### src/rtl/tmds_pkg.sv
// Constants shared by the TMDS encoder and receiver: control tokens, their CD codes
// and the receiver alignment FSM encoding.
package tmds_pkg;

    localparam int unsigned SYM_W   = 10;
    localparam int unsigned VD_W    = 8;
    localparam int unsigned CD_W    = 2;
    localparam int unsigned PHASE_W = 4;
    localparam int unsigned CNT_W   = 4;

    localparam logic [PHASE_W-1:0] PHASE_LAST = PHASE_W'(SYM_W - 1);

    localparam logic [SYM_W-1:0] TOK_CD00 = 10'b1101010100;
    localparam logic [SYM_W-1:0] TOK_CD01 = 10'b0010101011;
    localparam logic [SYM_W-1:0] TOK_CD10 = 10'b0101010100;
    localparam logic [SYM_W-1:0] TOK_CD11 = 10'b1010101011;

    localparam logic [CD_W-1:0] CD_00 = 2'b00;
    localparam logic [CD_W-1:0] CD_01 = 2'b01;
    localparam logic [CD_W-1:0] CD_10 = 2'b10;
    localparam logic [CD_W-1:0] CD_11 = 2'b11;

    typedef enum logic [1:0] {
        ST_HUNT   = 2'd0,
        ST_VERIFY = 2'd1,
        ST_LOCKED = 2'd2
    } rx_state_e;

endpackage

### src/rtl/tmds_symbol_decode.sv
// Combinational decode of one aligned 10-bit TMDS symbol into video data,
// control code and a control-token flag.
module tmds_symbol_decode
    import tmds_pkg::*;
(
    input  logic [SYM_W-1:0] i_symbol,
    output logic [VD_W-1:0]  o_vd,
    output logic [CD_W-1:0]  o_cd,
    output logic             o_is_token
);

    logic [VD_W-1:0] w_x;

    assign w_x = i_symbol[9] ? ~i_symbol[VD_W-1:0] : i_symbol[VD_W-1:0];

    // Undo the transition-minimising chain; bit 8 selects XOR versus XNOR.
    always_comb begin
        o_vd    = '0;
        o_vd[0] = w_x[0];
        for (int i = 1; i < int'(VD_W); i++) begin
            o_vd[i] = i_symbol[8] ? (w_x[i] ^ w_x[i-1]) : ~(w_x[i] ^ w_x[i-1]);
        end
    end

    always_comb begin
        o_is_token = 1'b1;
        o_cd       = CD_00;
        case (i_symbol)
            TOK_CD00: o_cd = CD_00;
            TOK_CD01: o_cd = CD_01;
            TOK_CD10: o_cd = CD_10;
            TOK_CD11: o_cd = CD_11;
            default:  o_is_token = 1'b0;
        endcase
    end

endmodule

### src/rtl/tmds_rx_decoder.sv
// Single-channel TMDS receiver: LSB-first deserializer, token-based symbol alignment
// and registered decode of VD/CD/VDE at the pixel rate.
module tmds_rx_decoder
    import tmds_pkg::*;
#(
    parameter int unsigned lock_tokens = 8,
    parameter int unsigned err_limit   = 4
) (
    input  logic             clk_tmds,
    input  logic             reset,
    input  logic             tmds_in,
    output logic             symbol_strobe,
    output logic [VD_W-1:0]  VD,
    output logic [CD_W-1:0]  CD,
    output logic             VDE,
    output logic             locked,
    output logic [SYM_W-1:0] symbol_raw
);

    localparam logic [CNT_W-1:0] LOCK_N = CNT_W'(lock_tokens);
    localparam logic [CNT_W-1:0] ERR_N  = CNT_W'(err_limit);

    rx_state_e          r_state;
    logic [SYM_W-1:0]   r_sr;
    logic [PHASE_W-1:0] r_phase;
    logic [CNT_W-1:0]   r_tok_cnt;
    logic [CNT_W-1:0]   r_err_cnt;
    logic               r_strobe;
    logic [VD_W-1:0]    r_vd;
    logic [CD_W-1:0]    r_cd;
    logic               r_vde;
    logic               r_locked;
    logic [SYM_W-1:0]   r_raw;

    rx_state_e          w_state_nxt;
    logic [PHASE_W-1:0] w_phase_nxt;
    logic [CNT_W-1:0]   w_tok_nxt;
    logic [CNT_W-1:0]   w_err_nxt;
    logic               w_strobe_nxt;
    logic [VD_W-1:0]    w_vd_nxt;
    logic [CD_W-1:0]    w_cd_nxt;
    logic               w_vde_nxt;
    logic               w_locked_nxt;
    logic [SYM_W-1:0]   w_raw_nxt;

    logic [VD_W-1:0]    w_dec_vd;
    logic [CD_W-1:0]    w_dec_cd;
    logic               w_tok_hit;
    logic               w_boundary;
    logic [CNT_W-1:0]   w_tok_inc;
    logic [CNT_W-1:0]   w_err_inc;

    tmds_symbol_decode u_decode (
        .i_symbol   (r_sr),
        .o_vd       (w_dec_vd),
        .o_cd       (w_dec_cd),
        .o_is_token (w_tok_hit)
    );

    assign w_boundary = (r_phase == PHASE_LAST);
    assign w_tok_inc  = r_tok_cnt + CNT_W'(1);
    assign w_err_inc  = r_err_cnt + CNT_W'(1);

    // Deserializer, alignment counters, FSM state and output registers.
    always_ff @(posedge clk_tmds or posedge reset) begin
        if (reset) begin
            r_state   <= ST_HUNT;
            r_sr      <= '0;
            r_phase   <= '0;
            r_tok_cnt <= '0;
            r_err_cnt <= '0;
            r_strobe  <= 1'b0;
            r_vd      <= '0;
            r_cd      <= '0;
            r_vde     <= 1'b0;
            r_locked  <= 1'b0;
            r_raw     <= '0;
        end else begin
            r_state   <= w_state_nxt;
            r_sr      <= {tmds_in, r_sr[SYM_W-1:1]};
            r_phase   <= w_phase_nxt;
            r_tok_cnt <= w_tok_nxt;
            r_err_cnt <= w_err_nxt;
            r_strobe  <= w_strobe_nxt;
            r_vd      <= w_vd_nxt;
            r_cd      <= w_cd_nxt;
            r_vde     <= w_vde_nxt;
            r_locked  <= w_locked_nxt;
            r_raw     <= w_raw_nxt;
        end
    end

    // Next state: HUNT anchors the phase on any token, VERIFY counts aligned tokens,
    // LOCKED decodes at boundaries and watches for off-phase tokens.
    always_comb begin
        w_state_nxt  = r_state;
        w_phase_nxt  = w_boundary ? '0 : r_phase + PHASE_W'(1);
        w_tok_nxt    = r_tok_cnt;
        w_err_nxt    = r_err_cnt;
        w_strobe_nxt = 1'b0;
        w_vd_nxt     = r_vd;
        w_cd_nxt     = r_cd;
        w_vde_nxt    = r_vde;
        w_raw_nxt    = r_raw;

        case (r_state)
            ST_HUNT: begin
                if (w_tok_hit) begin
                    w_state_nxt = ST_VERIFY;
                    w_phase_nxt = '0;
                    w_tok_nxt   = CNT_W'(1);
                    w_err_nxt   = '0;
                end
            end

            ST_VERIFY: begin
                if (w_boundary) begin
                    if (!w_tok_hit) begin
                        w_state_nxt = ST_HUNT;
                        w_tok_nxt   = '0;
                    end else if (w_tok_inc >= LOCK_N) begin
                        w_state_nxt = ST_LOCKED;
                        w_tok_nxt   = LOCK_N;
                        w_err_nxt   = '0;
                    end else begin
                        w_tok_nxt   = w_tok_inc;
                    end
                end
            end

            ST_LOCKED: begin
                if (w_boundary) begin
                    w_strobe_nxt = 1'b1;
                    w_raw_nxt    = r_sr;
                    if (w_tok_hit) begin
                        w_vde_nxt = 1'b0;
                        w_cd_nxt  = w_dec_cd;
                        w_err_nxt = '0;
                    end else begin
                        w_vde_nxt = 1'b1;
                        w_vd_nxt  = w_dec_vd;
                    end
                end else if (w_tok_hit) begin
                    if (w_err_inc >= ERR_N) begin
                        w_state_nxt = ST_HUNT;
                        w_tok_nxt   = '0;
                        w_err_nxt   = '0;
                    end else begin
                        w_err_nxt   = w_err_inc;
                    end
                end
            end

            default: begin
                w_state_nxt = ST_HUNT;
                w_tok_nxt   = '0;
                w_err_nxt   = '0;
            end
        endcase

        w_locked_nxt = (w_state_nxt == ST_LOCKED);
    end

    assign symbol_strobe = r_strobe;
    assign VD            = r_vd;
    assign CD            = r_cd;
    assign VDE           = r_vde;
    assign locked        = r_locked;
    assign symbol_raw    = r_raw;

endmodule

### config.mk
export PLATFORM = sky130hd
export DESIGN_NAME = tmds_rx_decoder
export DESIGN_NICKNAME = d
export VERILOG_FILES = /design/src/rtl/tmds_pkg.sv /design/src/rtl/tmds_symbol_decode.sv /design/src/rtl/tmds_rx_decoder.sv
export SDC_FILE = /design/constraint.sdc
export NUM_CORES = 1
export LEC_CHECK = 0
export CORE_ASPECT_RATIO = 2
export CORE_MARGIN = 2
export CORE_UTILIZATION = 66
export DETAILED_ROUTE_END_ITERATION = 6
export DONT_BUFFER_PORTS = 1
export PLACE_DENSITY = 0.82
export RECOVER_POWER = 100
export SLEW_MARGIN = 0
export SYNTH_ARGS = -nofsm -noshare
export SYNTH_HDL_FRONTEND = slang
export SYNTH_SLANG_ARGS = --single-unit
### constraint.sdc
create_clock -name clk_tmds -period 3.2 [get_ports clk_tmds]
set_clock_uncertainty 0.1 [all_clocks]
set_input_delay 0.64 -clock clk_tmds [delete_from_list [all_inputs] [get_ports clk_tmds]]
set_output_delay 0.64 -clock clk_tmds [all_outputs]
set_load 0.005 [all_outputs]
==> impl_metrics.py, run 1 <==
metrics = {
    "floorplanning": {
        "die_h_um": 83.55,
        "ios": 26,
        "die_area_um2": 3657,
        "coreArea_um2": 2978,
        "initial_core_util_pct": 70.13,
        "die_width_um": 43.78,
        "rows": 28,
    },
    "worst_setup_path": {
        "path_cells": "inv_1, ha_1, nand2_1, nor4_1, or2_1, nor2_4, mux2_1",
        "worst_path_largest_cell_delay_ns": 0.77,
        "critPathKind": "flop to flop",
        "arrival_ns": 2.66,
        "endpoint_kind": "flop",
        "critPathRequiredTime_ns": 3.28,
        "slowest_stage": "nor4_1",
        "crit_path_start_kind": "flop",
        "cp_max_fo": 9,
    },
    "yosys": {
        "synth_top_area_share_pct": 56.32,
        "avgSynthCellArea_um2": 11.35,
        "syn-cell-area_um2": 2088,
        "synth-main-ff-cell": "dfrtp_1",
        "synth_edf_count": 0,
        "async_reset_ff_share_pct": 100.0,
        "synth.most_common_cell": "dfrtp_1",
        "yosys-top-cells-count": "dfrtp_1, nand2_1, inv_1",
        "synth_warnings": 0,
        "syn_nets": 193,
        "synth.area.top_cells": "dfrtp_1, nand2_1, mux2_1, ha_1, xnor2_1",
        "syn-instance-count": 184,
        "synth.distinct_cells": 45,
        "ys_seq_area_share_pct": 56.32,
        "ys_ff_latch": 47,
        "yosysTopAreaCell": "dfrtp_1",
    },
    "run_status": {
        "outcome": "finished, final reports clean",
    },
    "clock_network": {
        "clk_latency_ns": 0.30,
        "clock_sinks": 47,
        "post-cts-setup-buffers": 0,
        "h-tree-depth": 2,
        "ctsHoldBuffers": 0,
        "cts_root_buf": "clkbuf_8",
        "cts_tree": "yes",
        "clock_path_buffers": 2,
        "numCtsBuffers": 5,
        "cts_resized": 0,
        "cts.clk_slew.worst_paths_ns": 0.08,
    },
    "cells_and_area": {
        "design_area_um2": 2205,
        "fillCellCount": 202,
        "area_growth_pct": 5.572,
        "nets": 194,
        "drive_gt1_share_pct": 6.452,
        "diodes": 0,
    },
    "sta": {
        "rsz0062_at_grt": "false",
        "worst_pin_slew_ns": 1.293,
        "setup_slack_ns": 0.6168,
        "relSlewSlack_pct": 13.79,
        "hold_viol": 0,
        "finalCritPeriodShare_pct": 80.73,
        "finalSetupTns_ns": 0,
        "fin_crit_ns": 2.583,
        "setup_viol": 0,
        "max_freq_mhz": 387.1,
        "timing.hold.ws_ns": 0.1518,
        "slew_violations": 0,
    },
    "pwr": {
        "switching_share_pct": 25.12,
        "power_frac_comb_pct": 11.4,
        "seqPwrFrac_pct": 53.3,
        "p_switching_uw": 316.8,
        "internal_power_uw": 944.1,
        "vdd_drop_max_uv": 473.8,
        "powerDensity_nw_per_um2": 571.9,
        "p_leak_uw": 0.001091,
        "p_clk_share_pct": 35.4,
    },
    "placement": {
        "routabilityCongestion": 0.8000,
        "dp_slack_ns": 0.7961,
        "dp_hpwl_um": 2820,
        "placed_cell_area_um2": 2097,
        "port_buffers": 0,
    },
    "job": {
        "max-cap-violations": 0,
    },
    "min_path": {
        "worstHoldPathType": "primary input to async pin",
    },
    "global_routing": {
        "grt_util_all_layers_pct": 24.06,
        "grt_pass1_vias": 1416,
        "grt_pass1_wl_um": 6555,
        "grt_max_degree": 26,
        "grt_overflow": 0,
        "antenna_found_initial": 0,
    },
    "route": {
        "first_pass_iters": 4,
        "vias": 1350,
        "antenna_left": 0,
        "wire_per_inst_um": 17.91,
        "drt_iter0_drc": 21,
        "via_per_inst": 6.250,
        "wl_um": 3868,
        "drc": 0,
    },
}
[cell type report]
cell class	instances	area, um2	area share [%]
clock buffer	6	82.58	3.746
clock inverter	2	35.03	1.589
multi-input combinational	120	832.0	37.74
sequential	47	1176	53.35
timing repair buffer	1	3.754	0.1703
tap	30	37.54	1.703
inverter	10	37.54	1.703
[metrics by stage]
step           instances  total power, uW  util, %
2_1_floorplan        184            795.4        -
4_1_cts              216             1273    74.37
3_5_place_dp         208            826.9    70.42
5_1_grt              216             1317    74.03
6_report             216             1261    74.03
3_3_place_gp         208            819.2    70.42
[worst max-delay path: cells and delay by family (launching register included)]
family | cells | cell delay [ns]
adder cells (fa/ha/maj) | 1 | 0.17
buffers and inverters | 1 | 0.09
flip-flops | 1 | 0.42
multiplexers | 1 | 0.37
AND/OR/NAND/NOR | 4 | 1.32
[final timing paths]
check,start,endpoint,slack (ns),cells after the start
worst max-delay path,r_sr[3],VD[7],0.62,7
worst min-delay path,reset,symbol_raw[1],0.15,1
worst max register to register,r_sr[3],VD[7],0.62,7
worst min register to register,r_sr[3],r_sr[2],0.36,0
max in group asynchronous,reset,r_sr[1],1.28,2
min in group clk_tmds,tmds_in,r_sr[9],0.26,0
[registers in the layout, indices dropped and copies added, names as in the netlist]
name	count
r_phase	4
symbol_strobe	1
VD	8
r_err_cnt	4
r_tok_cnt	4
locked	1
r_state	2
symbol_raw	10
VDE	1
r_sr	10
CD	2
[cell usage in the layout (no fill, tap or decap), drive strengths merged, types with 2 or more instances in the layout]
cell and instances:
a21oi 4, a22o 3, a22oi 2, a32o 2, and2 3, clkbuf 7
clkinv 2, dfrtp 47, ha 6, inv 9, mux2 9, mux2i 2
nand2 31, nand2b 2, nand3 3, nor2 8, nor2b 2, nor3 3
o21ai 8, o21bai 2, xnor2 7, xor2 6
[logic make-up (layout without fill, tap and decap cells)]
kind of cell / count (synthesis) / after routing / share of synthesized area, %
flip-flops: 47 / 47 / 56.32
adder cells (fa/ha/maj): 6 / 6 / 3.595
AND/OR/NAND/NOR: 60 / 60 / 15.04
XOR/XNOR: 13 / 13 / 5.452
multiplexers: 11 / 11 / 5.812
AO/OA/AOI/OAI: 30 / 30 / 10.25
buffers and inverters: 17 / 19 / 3.535
[metal layers]
layer / vias to the layer above / GRT usage (%) / share of wire, %
li1: 630 / - / -
met1: 678 / 27.46 / 37
met2: 30 / 40.37 / 57
met3: 12 / 5.628 / 4.0
met4: 0 / 11.57 / 2.9
met5: - / 0 / 0
[power by group through the flow]
stage	Clock, uW	Combinational, uW	Sequential (uW)
CTS	456	145	672
global placement	0	140	679
finish	446	143	671
floorplan	0	131	664
detailed placement	0	144	683
global route	477	163	677
(Power assumes the default switching activity.)
==> run 2, diff against run 1 <==
--- a/config.mk
+++ b/config.mk
@@ -7,10 +7,10 @@
 export LEC_CHECK = 0
 export CORE_ASPECT_RATIO = 2
 export CORE_MARGIN = 2
-export CORE_UTILIZATION = 66
+export CORE_UTILIZATION = 56
 export DETAILED_ROUTE_END_ITERATION = 6
 export DONT_BUFFER_PORTS = 1
-export PLACE_DENSITY = 0.82
+export PLACE_DENSITY = 0.74
 export RECOVER_POWER = 100
 export SLEW_MARGIN = 0
 export SYNTH_ARGS = -nofsm -noshare
==> constraint.sdc (replaced) <==
create_clock -name clk_tmds -period 2.22 [get_ports clk_tmds]
set_clock_uncertainty 0.1 [all_clocks]
set_input_delay 0.444 -clock clk_tmds [delete_from_list [all_inputs] [get_ports clk_tmds]]
set_output_delay 0.444 -clock clk_tmds [all_outputs]
set_load 0.005 [all_outputs]
==> impl_metrics.py, run 2 (synthesis gave the netlist of run 1 again) <==
metrics = {
    "cells_and_area": {
        "design_area_um2": 2315,
        "area_growth_pct": 10.84,
        "final_cell_mix": "dfrtp_1, nand2_1, buf_4",
        "layout_commonest_cell": "dfrtp_1",
        "drive_gt1_share_pct": 12.76,
        "nets": 205,
        "diodes": 0,
    },
    "route": {
        "via_per_inst": 5.686,
        "wl_um": 4143,
        "vias": 1393,
        "first_pass_iters": 4,
        "drt_iter0_drc": 20,
        "drc": 0,
        "wire_per_inst_um": 16.91,
        "antenna_left": 0,
    },
    "min_path": {
        "worstHoldPathType": "primary input to async pin",
    },
    "clock_network": {
        "cts_tree": "yes",
        "ctsHoldBuffers": 0,
        "clock_sinks": 47,
        "clk_latency_ns": 0.29,
        "cts_root_buf": "clkbuf_8",
        "numCtsBuffers": 5,
        "h-tree-depth": 2,
        "cts.clk_slew.worst_paths_ns": 0.08,
        "clock_path_buffers": 2,
    },
    "placement": {
        "port_buffers": 0,
        "placed_cell_area_um2": 2181,
        "routabilityCongestion": 0.7677,
        "dp_hpwl_um": 3139,
    },
    "sta": {
        "slew_violations": 0,
        "timing.hold.ws_ns": 0.07728,
        "finalCritPeriodShare_pct": 94.58,
        "worst_pin_slew_ns": 0.8011,
        "max_freq_mhz": 476.2,
        "fin_crit_ns": 2.100,
        "hold_viol": 0,
        "relSlewSlack_pct": 46.51,
        "setup_viol": 0,
    },
    "worst_setup_path": {
        "crit_path_start": "r_sr[3]",
        "reg2regPathDepth": 7,
        "critPathRequiredTime_ns": 2.31,
        "arrival_ns": 2.19,
        "slowest_stage": "dfrtp_1",
        "r2r-start": "r_sr[3]",
        "cp.depth": 7,
        "crit_path_start_kind": "flop",
        "timing.rr.end": "r_tok_cnt[2]",
        "worst_path_largest_cell_delay_ns": 0.44,
        "endpoint_kind": "flop",
        "path_cells": "ha_1, nand4_1, nor4b_4, buf_4, o311a_1, o21ai_1, a22o_1",
        "critPathKind": "flop to flop",
        "cp_max_fo": 4,
        "endpoint": "r_tok_cnt[2]",
        "path_buf_inv": 1,
        "rrSetupSlack_ns": 0.12,
        "cp_top_family": "compound AO/OA/AOI/OAI gates",
    },
    "global_routing": {
        "antenna_found_initial": 0,
        "grt_overflow": 0,
        "grt_pass1_vias": 1464,
        "grt_pass1_wl_um": 6762,
        "grt_max_degree": 41,
        "grt_util_all_layers_pct": 22.07,
    },
    "run_status": {
        "outcome": "finished, final reports clean",
    },
    "floorplanning": {
        "ios": 26,
        "die_h_um": 90.36,
        "initial_core_util_pct": 57.89,
        "rows": 31,
        "die_width_um": 47.18,
        "die_area_um2": 4263,
        "coreArea_um2": 3607,
    },
    "pwr": {
        "vdd_drop_max_uv": 556.9,
        "p_leak_uw": 0.001144,
        "powerDensity_nw_per_um2": 771.0,
    },
    "job": {
        "max-cap-violations": 0,
    },
}
[run 2: final cells by class]
| class | instances | area [um2] |
|---|---|---|
| clock buffer | 6 | 72.57 |
| clock inverter | 1 | 30.03 |
| fill | 264 | 1292 |
| inverter | 10 | 37.54 |
| multi-input combinational | 120 | 847.1 |
| sequential | 47 | 1176 |
| tap | 49 | 61.31 |
| timing repair buffer | 12 | 90.09 |
[run 2: power by group]
| group | total, uW | internal [uW] | switching, uW | leakage, uW |
|---|---|---|---|---|
| logic | 233 | 108 | 125 | 0.000475 |
| registers | 965 | 902 | 63.4 | 0.000618 |
| clock network | 587 | 330 | 257 | 0.0000513 |
[run 2: repair_timing]
action,4_1_cts,5_1_grt
gates resized for setup,0,1
endpoints found under the setup margin,0,10
endpoints found under the hold margin,0,0
buffers inserted,0,3
[run 2: stage by stage]
stage	util (%)	power, uW	setup slack (ns)	setup TNS (ns)	cells
final	64.17	1785	0.1202	0	245
after detailed placement	60.46	1212	0.1020	0	235
after CTS	63.30	1800	0.09775	0	242
after floorplan	-	1146	0.2052	0	184
after global routing	64.17	1868	-0.006319	-0.01284	245
after global placement	60.46	1185	0.1582	0	235
[run 2: how the worst min path moves through the flow]
stage,end,startpoint,cells after the start,slack (ns)
floorplan,r_sr[7],r_sr[8],0,0.25
global placement,r_sr[1],r_sr[2],0,0.33
detailed placement,r_sr[1],r_sr[2],0,0.33
CTS,r_sr[9],tmds_in,0,0.07
global route,r_sr[9],tmds_in,0,0.06
finish,r_tok_cnt[1],reset,1,0.08
[run 2: metal layers]
| layer | vias to the layer above | wire [um] | global-route usage [%] | share of wire [%] |
|---|---|---|---|---|
| met5 | - | 0 | 0 | 0 |
| met4 | 0 | 204 | 13.19 | 4.9 |
| met3 | 17 | 180 | 5.600 | 4.3 |
| met2 | 37 | 2276 | 35.73 | 55 |
| met1 | 690 | 1482 | 24.15 | 36 |
| li1 | 649 | - | - | - |
==> run 3, diff against run 2 <==
--- a/config.mk
+++ b/config.mk
@@ -5,12 +5,15 @@
 export SDC_FILE = /design/constraint.sdc
 export NUM_CORES = 1
 export LEC_CHECK = 0
+export CELL_PAD_IN_SITES_DETAIL_PLACEMENT = 1
+export CELL_PAD_IN_SITES_GLOBAL_PLACEMENT = 1
 export CORE_ASPECT_RATIO = 2
 export CORE_MARGIN = 2
-export CORE_UTILIZATION = 56
+export CORE_UTILIZATION = 44
+export CTS_CLUSTER_SIZE = 25
 export DETAILED_ROUTE_END_ITERATION = 6
 export DONT_BUFFER_PORTS = 1
-export PLACE_DENSITY = 0.74
+export PLACE_DENSITY_LB_ADDON = 0.1
 export RECOVER_POWER = 100
 export SLEW_MARGIN = 0
 export SYNTH_ARGS = -nofsm -noshare
==> constraint.sdc (replaced) <==
create_clock -name clk_tmds -period 1.9 [get_ports clk_tmds]
set_clock_uncertainty 0.1 [all_clocks]
set_input_delay 0.38 -clock clk_tmds [delete_from_list [all_inputs] [get_ports clk_tmds]]
set_output_delay 0.38 -clock clk_tmds [all_outputs]
set_load 0.005 [all_outputs]
==> impl_metrics.py, run 3 (synthesis gave the netlist of run 1 again) <==
metrics = {
    "run_status": {
        "outcome": "complete, but fails checks",
        "violations": "negative setup slack",
    },
    "global_routing": {
        "grt_util_all_layers_pct": 22.01,
        "grt_max_degree": 27,
        "grt_pass1_wl_um": 8562,
        "grt_pass1_vias": 1725,
        "grt_overflow": 0,
        "antenna_found_initial": 0,
    },
    "floorplanning": {
        "initial_core_util_pct": 45.41,
        "coreArea_um2": 4598,
        "die_width_um": 52.72,
        "rows": 35,
        "die_h_um": 101.4,
        "die_area_um2": 5347,
        "ios": 26,
    },
    "route": {
        "via_per_inst": 5.500,
        "vias": 1562,
        "wl_um": 5926,
        "drt_iter0_drc": 27,
        "antenna_left": 0,
        "first_pass_iters": 4,
        "drc": 0,
        "wire_per_inst_um": 20.87,
    },
    "worst_setup_path": {
        "rrSetupSlack_ns": -0.32,
        "r2r-start": "r_sr[2]",
        "endpoint": "r_err_cnt[0]",
        "crit_path_start": "r_sr[2]",
        "endpoint_kind": "flop",
        "reg2regPathDepth": 8,
        "critPathRequiredTime_ns": 1.99,
        "crit_path_start_kind": "flop",
        "cp_max_fo": 4,
        "timing.rr.end": "r_err_cnt[0]",
        "arrival_ns": 2.31,
        "critPathKind": "flop to flop",
    },
    "clock_network": {
        "cts_tree": "yes",
        "clock_sinks": 47,
        "numCtsBuffers": 5,
        "clock_path_buffers": 2,
        "cts_root_buf": "clkbuf_8",
        "h-tree-depth": 2,
        "cts.clk_slew.worst_paths_ns": 0.09,
        "clk_latency_ns": 0.30,
    },
    "cells_and_area": {
        "nets": 237,
        "multi_input_area_um2": 972.2,
        "final_cell_mix": "dfrtp_1, buf_4, nand2_1",
        "area_growth_pct": 32.12,
        "seq_area_um2": 1177,
        "diodes": 0,
        "fillCellCount": 475,
        "layout_commonest_cell": "dfrtp_1",
        "drive_gt1_share_pct": 35.81,
        "fin_cells": 284,
        "design_area_um2": 2759,
    },
    "placement": {
        "dp_hpwl_um": 3793,
        "placed_cells": 260,
        "port_buffers": 0,
        "routabilityCongestion": 0.8847,
        "placed_cell_area_um2": 2367,
    },
    "pwr": {
        "powerDensity_nw_per_um2": 813.7,
        "vdd_drop_max_uv": 584.1,
        "p_leak_uw": 0.001321,
    },
    "sta": {
        "max_freq_mhz": 449.8,
        "worst_pin_slew_ns": 0.4888,
        "setup_viol": 25,
        "slew_violations": 0,
        "relSlewSlack_pct": 67.36,
        "fin_crit_ns": 2.223,
        "setup_slack_ns": -0.3232,
        "finalCritPeriodShare_pct": 117.0,
        "rsz0062_at_grt": "true",
        "hold_viol": 0,
    },
    "job": {
        "max-cap-violations": 0,
    },
    "min_path": {
        "worstHoldPathType": "flop to flop",
    },
}
run 3: changes by cell type in the layout (fill, tap and decap cells not counted), sizes merged:
cell | previous run | this run
buf | 12 | 41
dlygate4sd3 | 0 | 2
clkinv | 0 | 1
clkbuf | 6 | 7
run 3: metal layers:
| metal | global-route usage, % | part of all wire [%] | up-vias |
|---|---|---|---|
| met4 | 7.101 | 3.0 | 0 |
| met2 | 42.98 | 62 | 29 |
| met1 | 22.67 | 32 | 803 |
| met3 | 3.097 | 2.7 | 15 |
| met5 | 0 | 0 | - |
| li1 | - | - | 715 |
run 3: worst max-delay path, stage by stage (launching register included):
cell and delay, ns:
dfrtp_1 0.42, inv_2 0.10, ha_4 0.12, nand4_1 0.23, nor4b_4 0.32, buf_4 0.18
nor2_2 0.04, o32a_1 0.33, mux2_2 0.29
run 3: stage by stage:
step	setup TNS, ns	util [%]	setup WS (ns)	hold slack [ns]	total power [uW]
global placement	-1.519	51.48	-0.1511	0.2004	1434
CTS	-0.8385	57.09	-0.1174	0.3263	2236
finish	-5.277	60.00	-0.3232	0.3512	2245
floorplan	-0.6791	-	-0.07750	0.2548	1342
detailed placement	-2.966	51.48	-0.2305	0.2184	1460
global route	-6.678	60.00	-0.3836	0.3620	2331
run 3: timing repair:
item | CTS | global route
endpoints found under the hold margin | 22 | 0
setup buffers | 9 | 4
cloned | 0 | 1
hold buffers | 2 | 0
pin swaps | 5 | 9
gates resized for setup | 11 | 18
endpoints found under the setup margin | 23 | 24
run 3: area by class of cell:
class                      instances  share of cell area, %
multi-input combinational        120                  35.24
sequential                        47                  42.68
clock inverter                     2                  1.270
tap                               55                  2.494
clock buffer                       6                  2.993
timing repair buffer              44                  13.97
inverter                          10                  1.361
run 3: where the power goes:
group          switching (uW)  internal, uW  leakage, uW
clock network             328           426    0.0000612
logic                     192           176     0.000643
registers                68.9          1050     0.000617
total                     589          1660      0.00132
run 3: worst min-delay path by stage:
| stage | cells past startpoint | from | to | slack (ns) |
|---|---|---|---|---|
| floorplan | 0 | r_sr[8] | r_sr[7] | 0.25 |
| CTS | 0 | r_sr[2] | r_sr[1] | 0.33 |
| finish | 0 | r_sr[2] | r_sr[1] | 0.35 |
| global route | 0 | r_sr[2] | r_sr[1] | 0.36 |
| global placement | 1 | reset | VDE | 0.20 |
| detailed placement | 1 | reset | VDE | 0.22 |
